File: src/rtl/sector_pump_pkg.sv
// sector_pump_pkg: shared states and address geometry for the sector pump scheduler.
package sector_pump_pkg;
    typedef enum logic [1:0] {IDLE, ARM, RUN, DRAIN} state_t;
    localparam int SECTOR_BYTES = 512;
    localparam int HALF_WORDS   = 512;
    localparam int SECTOR_W     = 6;
    localparam int OFFSET_W     = $clog2(SECTOR_BYTES);
    localparam int RADDR_W      = SECTOR_W + OFFSET_W;
    localparam int WADDR_W      = 10;
endpackage

File: src/rtl/sector_req_fifo.sv
// sector_req_fifo: power-of-two request queue of sector indices.
module sector_req_fifo #(
    parameter int DEPTH = 4,
    parameter int W     = 6
) (
    input  logic         CLK,
    input  logic         RST,
    input  logic         push,
    input  logic         pop,
    input  logic [W-1:0] din,
    output logic [W-1:0] dout,
    output logic         full,
    output logic         empty
);
    localparam int AW = $clog2(DEPTH);
    logic [W-1:0] mem [DEPTH];
    logic [AW-1:0] wp, rp;
    logic [AW:0] cnt;
    logic wr, rd;
    // a push alongside a pop is safe even when full
    assign wr = push && (!full || pop);
    assign rd = pop && !empty;
    assign full = cnt == (AW+1)'(DEPTH);
    assign empty = cnt == '0;
    assign dout = mem[rp];
    always_ff @(posedge CLK)
        if (wr) mem[wp] <= din;
    always_ff @(posedge CLK or posedge RST) begin
        if (RST) begin
            wp <= '0;
            rp <= '0;
            cnt <= '0;
        end else begin
            if (wr) wp <= wp + 1'b1;
            if (rd) rp <= rp + 1'b1;
            cnt <= cnt + (AW+1)'(wr) - (AW+1)'(rd);
        end
    end
endmodule

File: src/rtl/sector_pump_scheduler.sv
// sector_pump_scheduler: queues sector requests and sequences the pumper into
// alternating write-buffer halves with settle, guard and timeout handling.
module sector_pump_scheduler
    import sector_pump_pkg::*;
#(
    parameter int QDEPTH  = 4,
    parameter int SETTLE  = 3,
    parameter int GUARD   = 4,
    parameter int TIMEOUT = 1100
) (
    input  logic                CLK,
    input  logic                RST,
    input  logic                REQ_VALID,
    input  logic [SECTOR_W-1:0] REQ_SECTOR,
    output logic                REQ_READY,
    output logic                PUMP_ENA,
    output logic [RADDR_W-1:0]  START_RADDR,
    output logic [WADDR_W-1:0]  START_WADDR,
    output logic                BUFREADY,
    input  logic                COMPLT_PUMPER,
    output logic [1:0]          HALF_FULL,
    input  logic [1:0]          HALF_RELEASE,
    output logic                BUSY,
    output logic                ERR
);
    localparam int CW = $clog2(TIMEOUT + SETTLE + GUARD + 2);
    state_t state, state_nxt;
    logic [CW-1:0] cnt, cnt_nxt, cnt_inc;
    logic [SECTOR_W-1:0] head;
    logic [1:0] set;
    logic tgt, complt_q, pop, full, empty, done, tout, settled;

    sector_req_fifo #(.DEPTH(QDEPTH), .W(SECTOR_W)) u_fifo (
        .CLK(CLK), .RST(RST), .push(REQ_VALID && REQ_READY), .pop(pop),
        .din(REQ_SECTOR), .dout(head), .full(full), .empty(empty)
    );

    assign REQ_READY = !full;
    assign PUMP_ENA = state == RUN;
    assign BUSY = state != IDLE;
    assign ERR = tout;
    assign cnt_inc = (cnt == '1) ? cnt : cnt + 1'b1;
    // completion is honoured only if it was sampled after the guard window
    assign done = state == RUN && complt_q && cnt > CW'(GUARD + 1);
    assign tout = state == RUN && !done && cnt >= CW'(TIMEOUT);
    assign settled = cnt == CW'(SETTLE - 1);
    assign set = done ? (tgt ? 2'b10 : 2'b01) : 2'b00;

    always_comb begin
        state_nxt = state;
        cnt_nxt = state == IDLE ? '0 : cnt_inc;
        pop = 1'b0;
        case (state)
            IDLE: if (!empty && !HALF_FULL[tgt]) begin
                pop = 1'b1;
                state_nxt = ARM;
            end
            ARM: if (settled) begin
                state_nxt = RUN;
                cnt_nxt = CW'(1);
            end
            RUN: if (done || tout) begin
                state_nxt = DRAIN;
                cnt_nxt = '0;
            end
            default: if (settled) begin
                state_nxt = IDLE;
                cnt_nxt = '0;
            end
        endcase
    end

    always_ff @(posedge CLK or posedge RST) begin
        if (RST) begin
            state <= IDLE;
            cnt <= '0;
            tgt <= 1'b0;
            complt_q <= 1'b0;
            HALF_FULL <= 2'b00;
            START_RADDR <= '0;
            START_WADDR <= '0;
            BUFREADY <= 1'b1;
        end else begin
            state <= state_nxt;
            cnt <= cnt_nxt;
            tgt <= tgt ^ done;
            complt_q <= COMPLT_PUMPER;
            HALF_FULL <= (HALF_FULL & ~HALF_RELEASE) | set;
            if (pop) begin
                START_RADDR <= {head, {OFFSET_W{1'b0}}};
                START_WADDR <= tgt ? WADDR_W'(HALF_WORDS) : '0;
                BUFREADY <= !tgt;
            end
        end
    end
endmodule
File: config.mk
export PLATFORM = sky130hd
export DESIGN_NAME = sector_pump_scheduler
export DESIGN_NICKNAME = d
export VERILOG_FILES = /design/src/rtl/sector_pump_pkg.sv /design/src/rtl/sector_req_fifo.sv /design/src/rtl/sector_pump_scheduler.sv
export SDC_FILE = /design/constraint.sdc
export NUM_CORES = 1
export LEC_CHECK = 0
export CAP_MARGIN = 30
export CORE_ASPECT_RATIO = 0.5
export CORE_MARGIN = 1.5
export CORE_UTILIZATION = 54
export CTS_CLUSTER_SIZE = 28
export DETAILED_ROUTE_END_ITERATION = 7
export GPL_TIMING_DRIVEN = 0
export PLACE_DENSITY_LB_ADDON = 0.08
export SYNTH_ARGS = -nofsm -noshare
export SYNTH_HDL_FRONTEND = slang
export SYNTH_HIERARCHICAL = 1
export SYNTH_SLANG_ARGS = --single-unit
File: constraint.sdc
create_clock -name CLK -period 3.3 [get_ports CLK]
set_clock_uncertainty 0.1 [all_clocks]
set_input_delay 0.33 -clock CLK [delete_from_list [all_inputs] [get_ports CLK]]
set_output_delay 0.33 -clock CLK [all_outputs]
set_load 0.02 [all_outputs]
==> results of run 1 <==
-- power by group --
part | switching, mW | internal (mW)
clock | 0.235 | 0.155
sequential | 0.117 | 0.936
combinational | 0.619 | 0.550
total | 0.971 | 1.64
-- logic make-up after synthesis --
group           Yosys count
compound gates           35
xor+xnor                  6
fa+ha+maj                17
buf+inv                  48
flops                    56
mux                      18
other cells               1
simple gates             53
-- final timing paths --
path                                      start         endpoint  slack (ns)  cells past startpoint
worst max-delay path                   state[0]    u_fifo/cnt[2]        0.37                     13
worst min-delay path                        RST   START_WADDR[9]        0.13                      2
worst max register to register         state[0]    u_fifo/cnt[2]        0.37                     13
worst min register to register  START_RADDR[10]  START_RADDR[10]        0.40                      1
max in group asynchronous                   RST         BUFREADY        2.55                      3
min in group CLK                  COMPLT_PUMPER         complt_q        0.36                      1
-- worst register-to-register path: stages (launching register included) --
cell,delay [ns]
dfrtp_1,0.41
inv_1,0.11
ha_1,0.27
nand3_1,0.12
clkbuf_1,0.36
inv_1,0.14
o21a_4,0.27
inv_1,0.06
ha_1,0.13
inv_1,0.04
ha_1,0.18
fa_1,0.38
xnor2_1,0.18
xnor2_1,0.13
-- cell usage in the layout (no fill, tap or decap), types with 3 or more instances in the layout --
cell type,netlist,final
ha_1,16,16
and2_2,4,4
xnor2_1,4,4
a31oi_1,3,3
nand3_1,4,4
nor3_2,3,3
nand4_1,3,3
a21oi_1,3,3
buf_4,18,18
clkdlybuf4s50_1,0,25
dfrtp_1,31,31
mux2i_1,4,4
o21ai_0,5,5
nand2_1,5,5
clkbuf_8,0,5
inv_1,25,25
nor2_1,17,17
mux4_2,6,6
mux2_1,6,6
and3_1,4,4
edfxtp_1,24,24
conb_1,1,18
-- routing by layer --
layer | vias to the layer above | global-route usage, %
met1 | 906 | 22.4
met3 | 6 | 3.66
met2 | 49 | 32.4
met5 | - | 0
met4 | 0 | 4.14
li1 | 900 | -
-- layout make-up --
class | instances | area, sq um
clock buffer | 5 | 68.8
multi-input combinational | 147 | 1250
buffer | 23 | 163
inverter | 25 | 93.8
clock inverter | 3 | 25.0
timing repair buffer | 26 | 278
tap | 70 | 87.6
sequential | 56 | 1520
fill | 384 | 1610
-- metrics by stage --
stage / total power [mW] / util (%) / worst slack [ns] / hold WS, ns
global placement: 2.18 / 66.1 / 0.441 / 0.374
finish: 2.61 / 68.5 / 0.367 / 0.132
CTS: 2.63 / 67.9 / 0.329 / 0.175
detailed placement: 2.24 / 66.1 / 0.364 / 0.381
floorplan: 1.89 / - / 0.661 / 0.0334
global route: 2.79 / 68.5 / 0.126 / 0.127
-- registers in the layout (all words and copies together) (netlist names) --
register     flops
cnt             11
u_fifo/cnt       3
state            2
BUFREADY         1
u_fifo/mem      24
u_fifo/rp        2
HALF_FULL        2
tgt              1
complt_q         1
START_RADDR      6
START_WADDR      1
u_fifo/wp        2
==> metrics.md, run 1 <==
| Metric | Value |
|---|---|
| Final nets | `about 310` |
| Crit path kind | `reg2reg` |
| Main combinational cell family by area after synthesis | `simple AND/OR/NAND/NOR gates` |
| Clk buf depth | `2` |
| Crit path buffers/inverters | `5` |
| Synth Area in Simple Gates | `11.2%` |
| Required @ worst endpoint | `3.44 ns` |
| Root Buffer | `clkbuf_8` |
| Dominant synthesized flop cell | `dfrtp_1` |
| Clk Latency, worst-skew pair | `slightly above 0.3 ns` |
| Mux cell area share after synthesis | `a little over 9%` |
| Met3 routed WL | `223 um` |
| Die Area | `approximately 6000 sq um` |
| Chip Height | `around 55 um` |
| Worst-path fanout max | `10` |
| FF+latch count, synth | `56` |
| Area growth from synthesis to layout | `17.7%` |
| Yosys top cell area share | `between 20% and 30%` |
| Largest net degree at the start of global routing | `26` |
| Sequential share of the synthesized area | `51.4%` |
| Cell accounting for the most synthesized area | `dfrtp_1` |
| Vias per cell | `around 5.2` |
| Post-synth EDFFs | `24` |
| Setup TNS | `0 ns` |
| Dominant cells by area after synthesis | `dfrtp_1, edfxtp_1, ha_1` |
| Global-route usage over all layers | `between 10% and 20%` |
| DRC Markers | `0` |
| Drt wl/cell | `approximately 14 um` |
| CTS tree | `done` |
| Initial antenna violation count | `0` |
| Critical path endpoint category | `register` |
| Top Metal Used | `met4` |
| Vias in the first global route | `1785` |
| Met2 wire len | `about 2.6 mm` |
| Starting Density | `between 50 and 60%` |
| Maxcap violations | `0` |
| CTS Buf Count | `5` |
| Worst-path cell chain | `inv_1, ha_1, nand3_1, clkbuf_1, inv_1, o21a_4, inv_1, ha_1, inv_1, ha_1, fa_1, xnor2_1, xnor2_1` |
| Number of buffers added on ports | `25` |
| Worst hold path type | `in2async` |
| Netlist cell types | `58` |
| Most frequent cell after synthesis | `dfrtp_1` |
| Met1 wire length | `2.24 mm` |
| Placed cell areas | `between 3000 and 4000 sq um` |
| Htree depth | `2` |
| Yosys warnings | `6` |
| Row count | `18` |
| Post-CTS setup buffer count | `0` |
| Arr. time, crit path | `just over 3 ns` |
| Post-synth ARST share | `57.1%` |
| Total number of vias | `roughly 1900` |
| Post-Synth XOR/XNOR Area | `1.77%` |
| Power density cells | `around 750 nW/um^2` |
| GP Congestion | `between 0.7 and 0.8` |
| Post-Route WL | `slightly above 5 mm` |
| Pre-antenna DRT Iters | `4` |
| Clock transition at the registers of the reported paths | `0.10 ns` |
| Final Hold Violating Endpoints | `0` |
| Adder-Cell Fraction of Synth Area | `between 7 and 8%` |
| Compound-cell area share of the yosys netlist | `about a tenth` |
| Placed cells | `346` |
| CTS Hold Buffers Added | `0` |
| Post-CTS resize count | `0` |
| Share of cells above drive strength 1 | `between 20% and 30%` |
| Antenna Violating Nets Remaining | `0` |
| Fmax | `between 300 and 400 MHz` |
| First-pass GRT wire length | `between 8 and 9 mm` |
| Post-route minimum period | `between 2 and 3 ns` |
| Synthesized instance count | `around 230` |
| # diodes | `0` |
| Final Max Slew Viols | `0` |
| Number of clock sinks | `56` |
| Fin crit share | `between 80% and 90%` |
| Slowest CP cell | `dfrtp_1` |
| Leakage | `1.53 nW` |
| Final instance area | `around 3500 sq um` |
| Starting DRT DRC Count | `a little over 80` |
| Status | `finished, final reports clean` |
| RSZ-0062 raised after global routing | `no` |
| Core area | `5090 sq um` |
| Worst setup SP type | `register` |
| Avg Synthesized Cell Area | `12.7 sq um` |
| DP Wirelength | `roughly 3.8 mm` |
| Post-Syn Area | `just under 3000 sq um` |
| Non-Filler Instances | `approximately 360` |
| Boundary Pins | `44` |
| Most instantiated cells after synthesis | `dfrtp_1, inv_1, edfxtp_1, buf_4, nor2_1` |
| Cell mode on critical path | `inv_1` |
| Max incr delay on CP | `0.41 ns` |
| Final setup violation count | `0` |
| Grt total ovfl | `0` |
| CP top delay family | `adder cells` |
| Die Width | `108 um` |
| Worst VDD drop | `between 0.0005 and 0.0006 V` |
Power figures use the tool's default switching activity.
==> run 2, diff against run 1 <==
--- a/config.mk
+++ b/config.mk
@@ -13,6 +13,7 @@
 export DETAILED_ROUTE_END_ITERATION = 7
 export GPL_TIMING_DRIVEN = 0
 export PLACE_DENSITY_LB_ADDON = 0.08
+export SETUP_SLACK_MARGIN = 0.5
 export SYNTH_ARGS = -nofsm -noshare
 export SYNTH_HDL_FRONTEND = slang
 export SYNTH_HIERARCHICAL = 1
==> run 2 against run 1 <==
Compared with the run above: sequential cell count unchanged; sequential power about the same; non-clock buffer count is 6 higher; register-to-register slack improved by 0.32 ns; first-iteration DRC count grew 3.7%; cell count grew 1.7%; maximum frequency is 12% higher; clock-buffer cell count unchanged; via count increased by 2.0%; setup slack better by 0.32 ns; critical path type unchanged; largest power group unchanged.
==> metrics.md, run 2 (same netlist as run 1, synthesis figures left out) <==
| Metric | Value |
|---|---|
| Status | `finished, final reports clean (unchanged)` |
| Chip Height | `55.4 um (unchanged)` |
| Htree depth | `2 (unchanged)` |
| First-pass GRT wire length | `8.34 mm (was 8.24 mm)` |
| Leakage | `1.56 nW (was 1.53 nW)` |
| Fillers | `374 (was 384)` |
| Area growth from synthesis to layout | `20.0% (was 17.7%)` |
| Max reg flops | `24 (unchanged)` |
| Final setup violation count | `0 (unchanged)` |
| Critical path endpoint category | `register (unchanged)` |
| Fin crit share | `79.1% (was 88.9%)` |
| Most frequent cells in the layout | `dfrtp_1, clkdlybuf4s50_1, buf_4, edfxtp_1, inv_1 (was dfrtp_1, inv_1, clkdlybuf4s50_1)` |
| Boundary Pins | `44 (unchanged)` |
| Worst-path cell chain | `inv_2, ha_4, nand3_1, buf_6, inv_1, o21a_4, inv_1, ha_1, inv_1, ha_1, fa_1, xnor2_1, xnor2_1 (was inv_1, ha_1, nand3_1, clkbuf_1, inv_1, o21a_4, inv_1, ha_1, inv_1, ha_1, fa_1, xnor2_1, xnor2_1)` |
| Share of cells above drive strength 1 | `23.7% (was 20.4%)` |
| Maxcap violations | `0 (unchanged)` |
| DP Wirelength | `3.80 mm (unchanged)` |
| Grt total ovfl | `0 (unchanged)` |
| Fmax | `383 MHz (was 341 MHz)` |
| Core area | `5090 sq um (unchanged)` |
| Cell mode on critical path | `inv_1 (unchanged)` |
| Global-route usage over all layers | `18.2% (was 18.0%)` |
| Final Max Slew Viols | `0 (unchanged)` |
| Commonest non-fill, non-tap cell in the layout | `dfrtp_1 (unchanged)` |
| Root Buffer | `clkbuf_8 (unchanged)` |
| Largest Register | `u_fifo/mem (unchanged)` |
| Final nets | `319 (was 313)` |
| Die Area | `5960 sq um (unchanged)` |
| Number of buffers added on ports | `25 (unchanged)` |
| Sw Share | `37.1% (was 37.2%)` |
| Initial antenna violation count | `0 (unchanged)` |
| Slowest CP cell | `dfrtp_1 (unchanged)` |
| Power density cells | `763 nW/um^2 (was 750 nW/um^2)` |
| DRC Markers | `0 (unchanged)` |
| Final instance area | `3550 sq um (was 3480 sq um)` |
| GP Congestion | `0.786 (unchanged)` |
| Net Switching | `1.01 mW (was 0.971 mW)` |
| CTS Buf Count | `5 (unchanged)` |
| Regs by FF count | `u_fifo/mem x24, cnt x11, START_RADDR x6 (unchanged)` |
| Starting Density | `58.2% (unchanged)` |
| Power Internal | `1.71 mW (was 1.64 mW)` |
| Crit path kind | `reg2reg (unchanged)` |
| Sequential Power Share | `38.9% (was 40.3%)` |
| Pre-antenna DRT Iters | `4 (unchanged)` |
| # diodes | `0 (unchanged)` |
| Post-route minimum period | `2.61 ns (was 2.93 ns)` |
| Setup TNS | `0 ns (unchanged)` |
| Worst setup SP type | `register (unchanged)` |
| Row count | `18 (unchanged)` |
| Combinational Power Share | `46.7% (was 44.8%)` |
| Drt wl/cell | `14.4 um (was 14.3 um)` |
| Final Hold Violating Endpoints | `0 (unchanged)` |
| Total number of vias | `1899 (was 1861)` |
| Die Width | `108 um (unchanged)` |
| CP top delay family | `adder cells (unchanged)` |
| Largest net degree at the start of global routing | `26 (unchanged)` |
| Required @ worst endpoint | `3.44 ns (about the same)` |
| Post-Route WL | `5.21 mm (was 5.08 mm)` |
| CTS tree | `done (unchanged)` |
| RSZ-0062 raised after global routing | `no (unchanged)` |
| CTS Hold Buffers Added | `0 (unchanged)` |
| Placed cell areas | `3360 sq um (unchanged)` |
| Clk buf depth | `2 (unchanged)` |
| Worst hold path type | `in2async (unchanged)` |
| Clk Latency, worst-skew pair | `0.31 ns (about the same)` |
| Number of clock sinks | `56 (unchanged)` |
| Arr. time, crit path | `2.75 ns (was 3.07 ns)` |
| Vias per cell | `5.26 (was 5.24)` |
| Worst-path fanout max | `10 (unchanged)` |
| Worst VDD drop | `0.000604 V (was 0.000573 V)` |
| Vias in the first global route | `1796 (was 1785)` |
| Clock transition at the registers of the reported paths | `0.10 ns (about the same)` |
| Clock share of power | `14.4% (was 14.9%)` |
| Crit path buffers/inverters | `5 (unchanged)` |
| Antenna Violating Nets Remaining | `0 (unchanged)` |
| Max incr delay on CP | `0.42 ns (was 0.41 ns)` |
| Starting DRT DRC Count | `84 (was 81)` |
## run 2: path summary, 6_finish.rpt
| kind | from | to | slack [ns] | cells past startpoint |
|---|---|---|---|---|
| hold / removal | RST | START_WADDR[9] | 0.13 | 2 |
| min in group CLK | COMPLT_PUMPER | complt_q | 0.36 | 1 |
| hold reg to reg | START_RADDR[9] | START_RADDR[9] | 0.40 | 1 |
| setup / recovery | state[0] | u_fifo/cnt[2] | 0.69 | 13 |
| setup reg to reg | state[0] | u_fifo/cnt[2] | 0.69 | 13 |
| max in group asynchronous | RST | BUFREADY | 2.55 | 3 |
## run 2: power by group through the flow
stage,clock network (mW),registers (mW),logic (mW)
after floorplan,0,1.11,0.783
after global placement,0,1.06,1.12
after detailed placement,0,1.07,1.17
after CTS,0.400,1.05,1.20
after global routing,0.431,1.07,1.38
final,0.391,1.05,1.27
## run 2: cell type report
| class | instances | area (sq um) | share of cell area [%] |
|---|---|---|---|
| multi-input cells | 147 | 1260 | 35.6 |
| inverters | 25 | 93.8 | 2.64 |
| well taps | 70 | 87.6 | 2.46 |
| plain buffers | 23 | 170 | 4.79 |
| clock buffers | 5 | 68.8 | 1.94 |
| flip-flops and latches | 56 | 1520 | 42.8 |
| clock inverters | 3 | 25.0 | 0.704 |
| repair buffers | 32 | 323 | 9.08 |
## run 2: through the flow
| step | power, mW | std cells | setup slack [ns] | util (%) | hold WS [ns] |
|---|---|---|---|---|---|
| floorplan | 1.89 | 251 | 0.661 | - | 0.0334 |
| global placement | 2.18 | 346 | 0.441 | 66.1 | 0.374 |
| finish | 2.71 | 361 | 0.691 | 69.8 | 0.131 |
| CTS | 2.65 | 354 | 0.522 | 68.2 | 0.175 |
| global route | 2.89 | 361 | 0.546 | 69.8 | 0.127 |
| detailed placement | 2.24 | 346 | 0.364 | 66.1 | 0.381 |
## run 2: what timing repair did
item,4_1_cts,5_1_grt
setup buffers,0,6
pin swaps,0,3
setup endpoints to repair,2,1
resized for setup,4,5
## run 2: routing by layer
layer / vias up / share of wire (%) / track usage [%]
met5: - / 0 / 0
met4: 0 / 0.98 / 4.14
met3: 8 / 4.3 / 3.66
met2: 56 / 50 / 32.7
met1: 921 / 44 / 22.8
li1: 914 / - / -
==> run 3, diff against run 2 <==
==> constraint.sdc (replaced) <==
create_clock -name CLK -period 2.5 [get_ports CLK]
set_clock_uncertainty 0.1 [all_clocks]
set_input_delay 0.25 -clock CLK [delete_from_list [all_inputs] [get_ports CLK]]
set_output_delay 0.25 -clock CLK [all_outputs]
set_load 0.02 [all_outputs]
==> run 3 against run 2 <==
Compared with the run above: die area stayed put; critical path type unchanged; maximum frequency is 8.9% higher; combinational power grew 65%; global-route usage up 2.6 points; sequential share of layout area fell by 2.5 points; sequential cell count unchanged; first-iteration DRC count down 7.1%; register-to-register slack worse by 0.59 ns; critical path depth decreased by 1; largest cell class unchanged; largest power group unchanged.
==> metrics.md, run 3 (same netlist as run 1, synthesis figures left out) <==
| Metric | Value |
|---|---|
| Status | `finished, final reports clean (unchanged)` |
| Slew headroom | `~61%` |
| Initial antenna violation count | `0 (unchanged)` |
| Arr. time, crit path | `2.50 ns (was 2.75 ns)` |
| Worst-margin pin slew | `just under 0.6 ns` |
| Boundary Pins | `44 (unchanged)` |
| DRC Markers | `0 (unchanged)` |
| Fin crit share | `95.8% (was 79.1%)` |
| Area of the multi-input gates | `1370 sq um (was 1260 sq um)` |
| Worst VDD drop | `0.000623 V (was 0.000604 V)` |
| Vias per cell | `5.20 (was 5.26)` |
| Core area | `5090 sq um (unchanged)` |
| GP Congestion | `0.794 (was 0.786)` |
| Pre-CTS setup slack | `-0.0748 ns (was 0.364 ns)` |
| Max incr delay on CP | `0.39 ns (was 0.42 ns)` |
| Fillers | `347 (was 374)` |
| Htree depth | `2 (unchanged)` |
| Number of buffers added on ports | `25 (unchanged)` |
| Most frequent cells in the layout | `buf_4, dfrtp_1, edfxtp_1 (was dfrtp_1, clkdlybuf4s50_1, buf_4, edfxtp_1, inv_1)` |
| Vias in the first global route | `1955 (was 1796)` |
| Critical path endpoint category | `register (unchanged)` |
| Starting DRT DRC Count | `78 (was 84)` |
| Worst-path fanout max | `3 (was 10)` |
| CTS Buf Count | `5 (unchanged)` |
| Chip Height | `55.4 um (unchanged)` |
| Clk buf depth | `2 (unchanged)` |
| Final nets | `337 (was 319)` |
| Worst-path cell chain | `mux2i_2, nand3_2, buf_8, inv_4, o21a_4, inv_4, ha_4, inv_2, ha_4, fa_2, xnor2_2, xnor2_1 (was inv_2, ha_4, nand3_1, buf_6, inv_1, o21a_4, inv_1, ha_1, inv_1, ha_1, fa_1, xnor2_1, xnor2_1)` |
| Final setup violation count | `0 (unchanged)` |
| Fin util | `74.5% (was 69.8%)` |
| Root Buffer | `clkbuf_8 (unchanged)` |
| Largest net degree at the start of global routing | `19 (was 26)` |
| Crit path buffers/inverters | `4 (was 5)` |
| # diodes | `0 (unchanged)` |
| Clk Latency, worst-skew pair | `0.31 ns (about the same)` |
| Power density cells | `1050 nW/um^2 (was 763 nW/um^2)` |
| CP top delay family | `adder cells (unchanged)` |
| Post-Route WL | `5.74 mm (was 5.21 mm)` |
| Commonest non-fill, non-tap cell in the layout | `buf_4 (was dfrtp_1)` |
| Leakage | `1.66 nW (was 1.56 nW)` |
| Fmax | `417 MHz (was 383 MHz)` |
| Largest Register | `u_fifo/mem (unchanged)` |
| Starting Density | `58.2% (unchanged)` |
| Final Max Slew Viols | `0 (unchanged)` |
| Regs by FF count | `u_fifo/mem x24, cnt x11, START_RADDR x6 (unchanged)` |
| Worst setup SP type | `register (unchanged)` |
| Worst hold path type | `in2async (unchanged)` |
| Row count | `18 (unchanged)` |
| Share of cells above drive strength 1 | `36.6% (was 23.7%)` |
| Global-route usage over all layers | `20.7% (was 18.2%)` |
| Required @ worst endpoint | `2.61 ns (was 3.44 ns)` |
| Pre-antenna DRT Iters | `4 (unchanged)` |
| Slowest CP cell | `dfrtp_1 (unchanged)` |
| CTS Hold Buffers Added | `0 (unchanged)` |
| Grt total ovfl | `0 (unchanged)` |
| Max reg flops | `24 (unchanged)` |
| Die Area | `5960 sq um (unchanged)` |
| First-pass GRT wire length | `9.46 mm (was 8.34 mm)` |
| Antenna Violating Nets Remaining | `0 (unchanged)` |
| Register Area | `1530 sq um (was 1520 sq um)` |
| Area growth from synthesis to layout | `28.1% (was 20.0%)` |
| Post-route minimum period | `2.40 ns (was 2.61 ns)` |
| RSZ-0062 raised after global routing | `yes (was no)` |
| DP Wirelength | `3.82 mm (was 3.80 mm)` |
| CTS tree | `done (unchanged)` |
| Final Hold Violating Endpoints | `0 (unchanged)` |
| Maxcap violations | `0 (unchanged)` |
| PnR worst setup slack | `0.104 ns (was 0.691 ns)` |
| Crit path kind | `reg2reg (unchanged)` |
| Drt wl/cell | `15.1 um (was 14.4 um)` |
| Die Width | `108 um (unchanged)` |
| Clock transition at the registers of the reported paths | `0.10 ns (about the same)` |
| Number of clock sinks | `56 (unchanged)` |
| Total number of vias | `1972 (was 1899)` |
[run 3: cell types whose count changed in the layout (fill, tap and decap cells not counted), sizes merged]
cell | before | now
buf | 29 | 48
clkbuf | 6 | 7
clkdlybuf4s50 | 25 | 21
clkinv | 0 | 2
clkinvlp | 1 | 0
dlygate4sd2 | 0 | 2
inv | 27 | 26
[run 3: path summary, 6_finish.rpt]
check / depth (start not counted) / start / slack (ns) / endpoint
max: 12 / tgt / 0.10 / u_fifo/cnt[2]
min: 2 / RST / 0.08 / u_fifo/rp[1]
max reg2reg: 12 / tgt / 0.10 / u_fifo/cnt[2]
min reg2reg: 1 / START_RADDR[10] / 0.41 / START_RADDR[10]
max in group asynchronous: 3 / RST / 1.58 / cnt[2]
min in group CLK: 1 / COMPLT_PUMPER / 0.27 / complt_q
[run 3: area by class of cell]
class,count,share of cell area [%]
flip-flops and latches,56,40.3
multi-input cells,147,36.0
repair buffers,50,11.7
plain buffers,23,4.59
inverters,25,2.61
well taps,70,2.31
clock buffers,5,1.81
clock inverters,3,0.594
[run 3: layer usage]
metal | part of all wire, % | GRT usage, % | up-vias
met5 | 0 | 0 | -
met1 | 44 | 26.4 | 977
li1 | - | - | 942
met4 | 0.85 | 4.51 | 0
met3 | 4.0 | 4.25 | 6
met2 | 51 | 36.9 | 47
[run 3: metrics by stage]
step	std cells	TNS [ns]	instance area [sq um]	power, mW	hold slack, ns
2_1_floorplan	251	0	3060	2.54	-0.0466
5_1_grt	379	0	3790	4.25	0.102
3_3_place_gp	346	-0.0223	3400	2.93	0.373
6_report	379	0	3790	3.99	0.0819
3_5_place_dp	347	-0.0748	3410	3.01	0.389
4_1_cts	371	0	3700	3.78	0.0886
[run 3: repair_timing]
item	in CTS	in global routing
gates resized for setup	25	14
pin swaps	8	9
setup buffers	16	8
endpoints found under the setup margin	19	38
[run 3: worst register-to-register path, cell delays in order (launching register included)]
cell and delay [ns]:
dfrtp_1 0.39, mux2i_2 0.25, nand3_2 0.13, buf_8 0.15, inv_4 0.05, o21a_4 0.13
inv_4 0.04, ha_4 0.25, inv_2 0.04, ha_4 0.15, fa_2 0.35, xnor2_2 0.15
xnor2_1 0.13
[run 3: power by group]
group	leakage, nW	total (mW)	switching, mW	internal, mW
Combinational	1.00	2.10	1.01	1.09
Clock	0.0485	0.508	0.307	0.202
Sequential	0.610	1.38	0.144	1.24
==> RTL edit, RTL diff (settings of run 3) <==
`WADDR_W`: 10 -> 8.
--- a/src/rtl/sector_pump_pkg.sv
+++ b/src/rtl/sector_pump_pkg.sv
@@ -6,6 +6,6 @@
     localparam int SECTOR_W     = 6;
     localparam int OFFSET_W     = $clog2(SECTOR_BYTES);
     localparam int RADDR_W      = SECTOR_W + OFFSET_W;
-    localparam int WADDR_W      = 10;
+    localparam int WADDR_W      = 8;
 endpackage
 
Ports: changed (resized START_WADDR); port bits go from 44 to 42. The function was not compared with the original's and may differ.
==> RTL edit against run 3 <==
- first-iteration DRC count is 13% lower
- power fell by 2.5%
- wire length shrank 2.7%
- cell area is 1.3% lower
- area after synthesis down 1.6%
- setup slack improved by 0.11 ns
- global-route usage shrank 1.7 points
- sequential cell count is 1 lower
- critical endpoint unchanged
==> RTL edit: results (changes against run 3) <==
** Routing
- Total wire length after detailed routing :: 5583 µm (-2.7%)
- Violation count after the first detailed-route iteration :: 68 (-13%)
- Vias per cell :: 5.306 (+2.0%)

** Power and ir drop
- The maximum vdd ir drop was 595.5 µV (-4.4%).
- Static leakage :: 0.001610 µW (-3.1%)

** Global routing
- Met2 demand-to-capacity share in global routing :: 0.3600 (-0.008474)
- The global routing met1 resource utilization came to 0.2330 (-0.03069).
- Pin count of the biggest net entering global routing :: 25 (+6)
- The via count of the first global-routing pass was 1757 (-10%).
- The wire length of the first global-routing pass came to 8314 µm (-12%).

** Synthesis
- The proportion of synthesized chip area in sequential cells is 0.5137 (about the same).
- Unique cell type count in the Yosys netlist :: 56 (-3.4%)
- The count of mapped cells out of synthesis is 226 (-3.4%).
- Synth area leaders :: sky130_fd_sc_hd__dfrtp_1 26%, sky130_fd_sc_hd__edfxtp_1 25%, sky130_fd_sc_hd__ha_1 6.9%
- Sorting the synthesized cells by how often they occur yields 30 x sky130_fd_sc_hd__dfrtp_1, 25 x sky130_fd_sc_hd__inv_1, 24 x sky130_fd_sc_hd__edfxtp_1, 18 x sky130_fd_sc_hd__buf_4, 16 x sky130_fd_sc_hd__ha_1.

** Timing
- Relative slew margins :: 0.3865 (-0.2278)

** Cells and area
- Share of final-layout standard cells stronger than drive strength 1 :: 0.3986 (+0.03295)
- Net count reported at finish :: 324 (-3.9%)
- Filler cell count :: 334 (-3.7%)

** Status
- The run finished with clean final reports.

** Setup path
- The logic depth of the worst register-to-register path was 11 (-1).
- Source of the worst register-to-register timing path :: u_fifo/cnt[2]
- Worst path arrival time :: 2.39 ns (-0.11 ns)
- Largest stage delay on the critical path :: 0.43 ns (+0.04 ns)

** Placed design
- Placed instance count :: 336 (-3.2%)
## RTL edit: where the power goes
group          switching [µW]  internal [µW]
registers                 149           1220
clock network             311            210
logic                     980           1030
## RTL edit: what timing repair did
item                                    in CTS  in global routing
cloned                                       0                  1
pin swaps                                    9                 13
buffers inserted                            13                  8
endpoints found under the setup margin      10                  7
gates resized for setup                     23                 15
## RTL edit: through the flow
stage | instance area (µm²) | TNS (ns) | hold slack, ns | util
CTS | 3593 | 0 | 0.08813 | 0.7091
global route | 3742 | 0 | 0.1135 | 0.7385
floorplan | 3027 | 0 | -0.04660 | -
finish | 3742 | 0 | 0.08570 | 0.7385
detailed placement | 3354 | -0.001467 | 0.3778 | 0.6620
global placement | 3354 | 0 | 0.3733 | 0.6620
## RTL edit: area by class of cell
cell class              count  share of cell area
plain buffers              22             0.04179
clock buffers               5             0.01839
flip-flops and latches     55              0.4019
well taps                  70             0.02340
clock inverters             3            0.007690
multi-input cells         141              0.3768
repair buffers             45              0.1050
inverters                  25             0.02508
## RTL edit: kinds of logic (layout without fill, tap and decap cells)
| group | count (synthesis) | count (layout) | synth area share |
|---|---|---|---|
| flops | 55 | 55 | 0.5137 |
| buf+inv | 47 | 100 | 0.08498 |
| simple gates | 45 | 45 | 0.09871 |
| compound gates | 37 | 38 | 0.1163 |
| fa+ha+maj | 17 | 17 | 0.07554 |
| mux | 16 | 16 | 0.08541 |
| xor+xnor | 8 | 8 | 0.02403 |
| other cells | 1 | 17 | 0.001286 |
## RTL edit: metal layers
layer / part of all wire / routed length [µm]
met2: 0.50 / 2784
met3: 0.041 / 228
met5: 0 / 0
met1: 0.46 / 2544
met4: 0.0045 / 25
## RTL edit: worst register-to-register path, cell delays in order (launching register included)
cell                      delay, ns
sky130_fd_sc_hd__dfrtp_1       0.43
sky130_fd_sc_hd__or3b_4        0.27
sky130_fd_sc_hd__inv_2         0.04
sky130_fd_sc_hd__nor2b_2       0.12
sky130_fd_sc_hd__o21a_4        0.14
sky130_fd_sc_hd__inv_2         0.04
sky130_fd_sc_hd__ha_4          0.25
sky130_fd_sc_hd__inv_2         0.04
sky130_fd_sc_hd__ha_4          0.15
sky130_fd_sc_hd__fa_2          0.35
sky130_fd_sc_hd__xnor2_2       0.15
sky130_fd_sc_hd__xnor2_1       0.12
## RTL edit: worst max path at each step
stage,start,endpoint,slack (ns),cells past startpoint
5_1_grt,u_fifo/cnt[1],u_fifo/cnt[2],0.17,11
4_1_cts,tgt,u_fifo/cnt[2],0.22,11
3_5_place_dp,state[0],u_fifo/cnt[2],-0.001,12
3_3_place_gp,state[0],u_fifo/cnt[2],0.04,12
2_1_floorplan,tgt,u_fifo/cnt[2],0.16,11
6_report,u_fifo/cnt[2],u_fifo/cnt[2],0.21,11
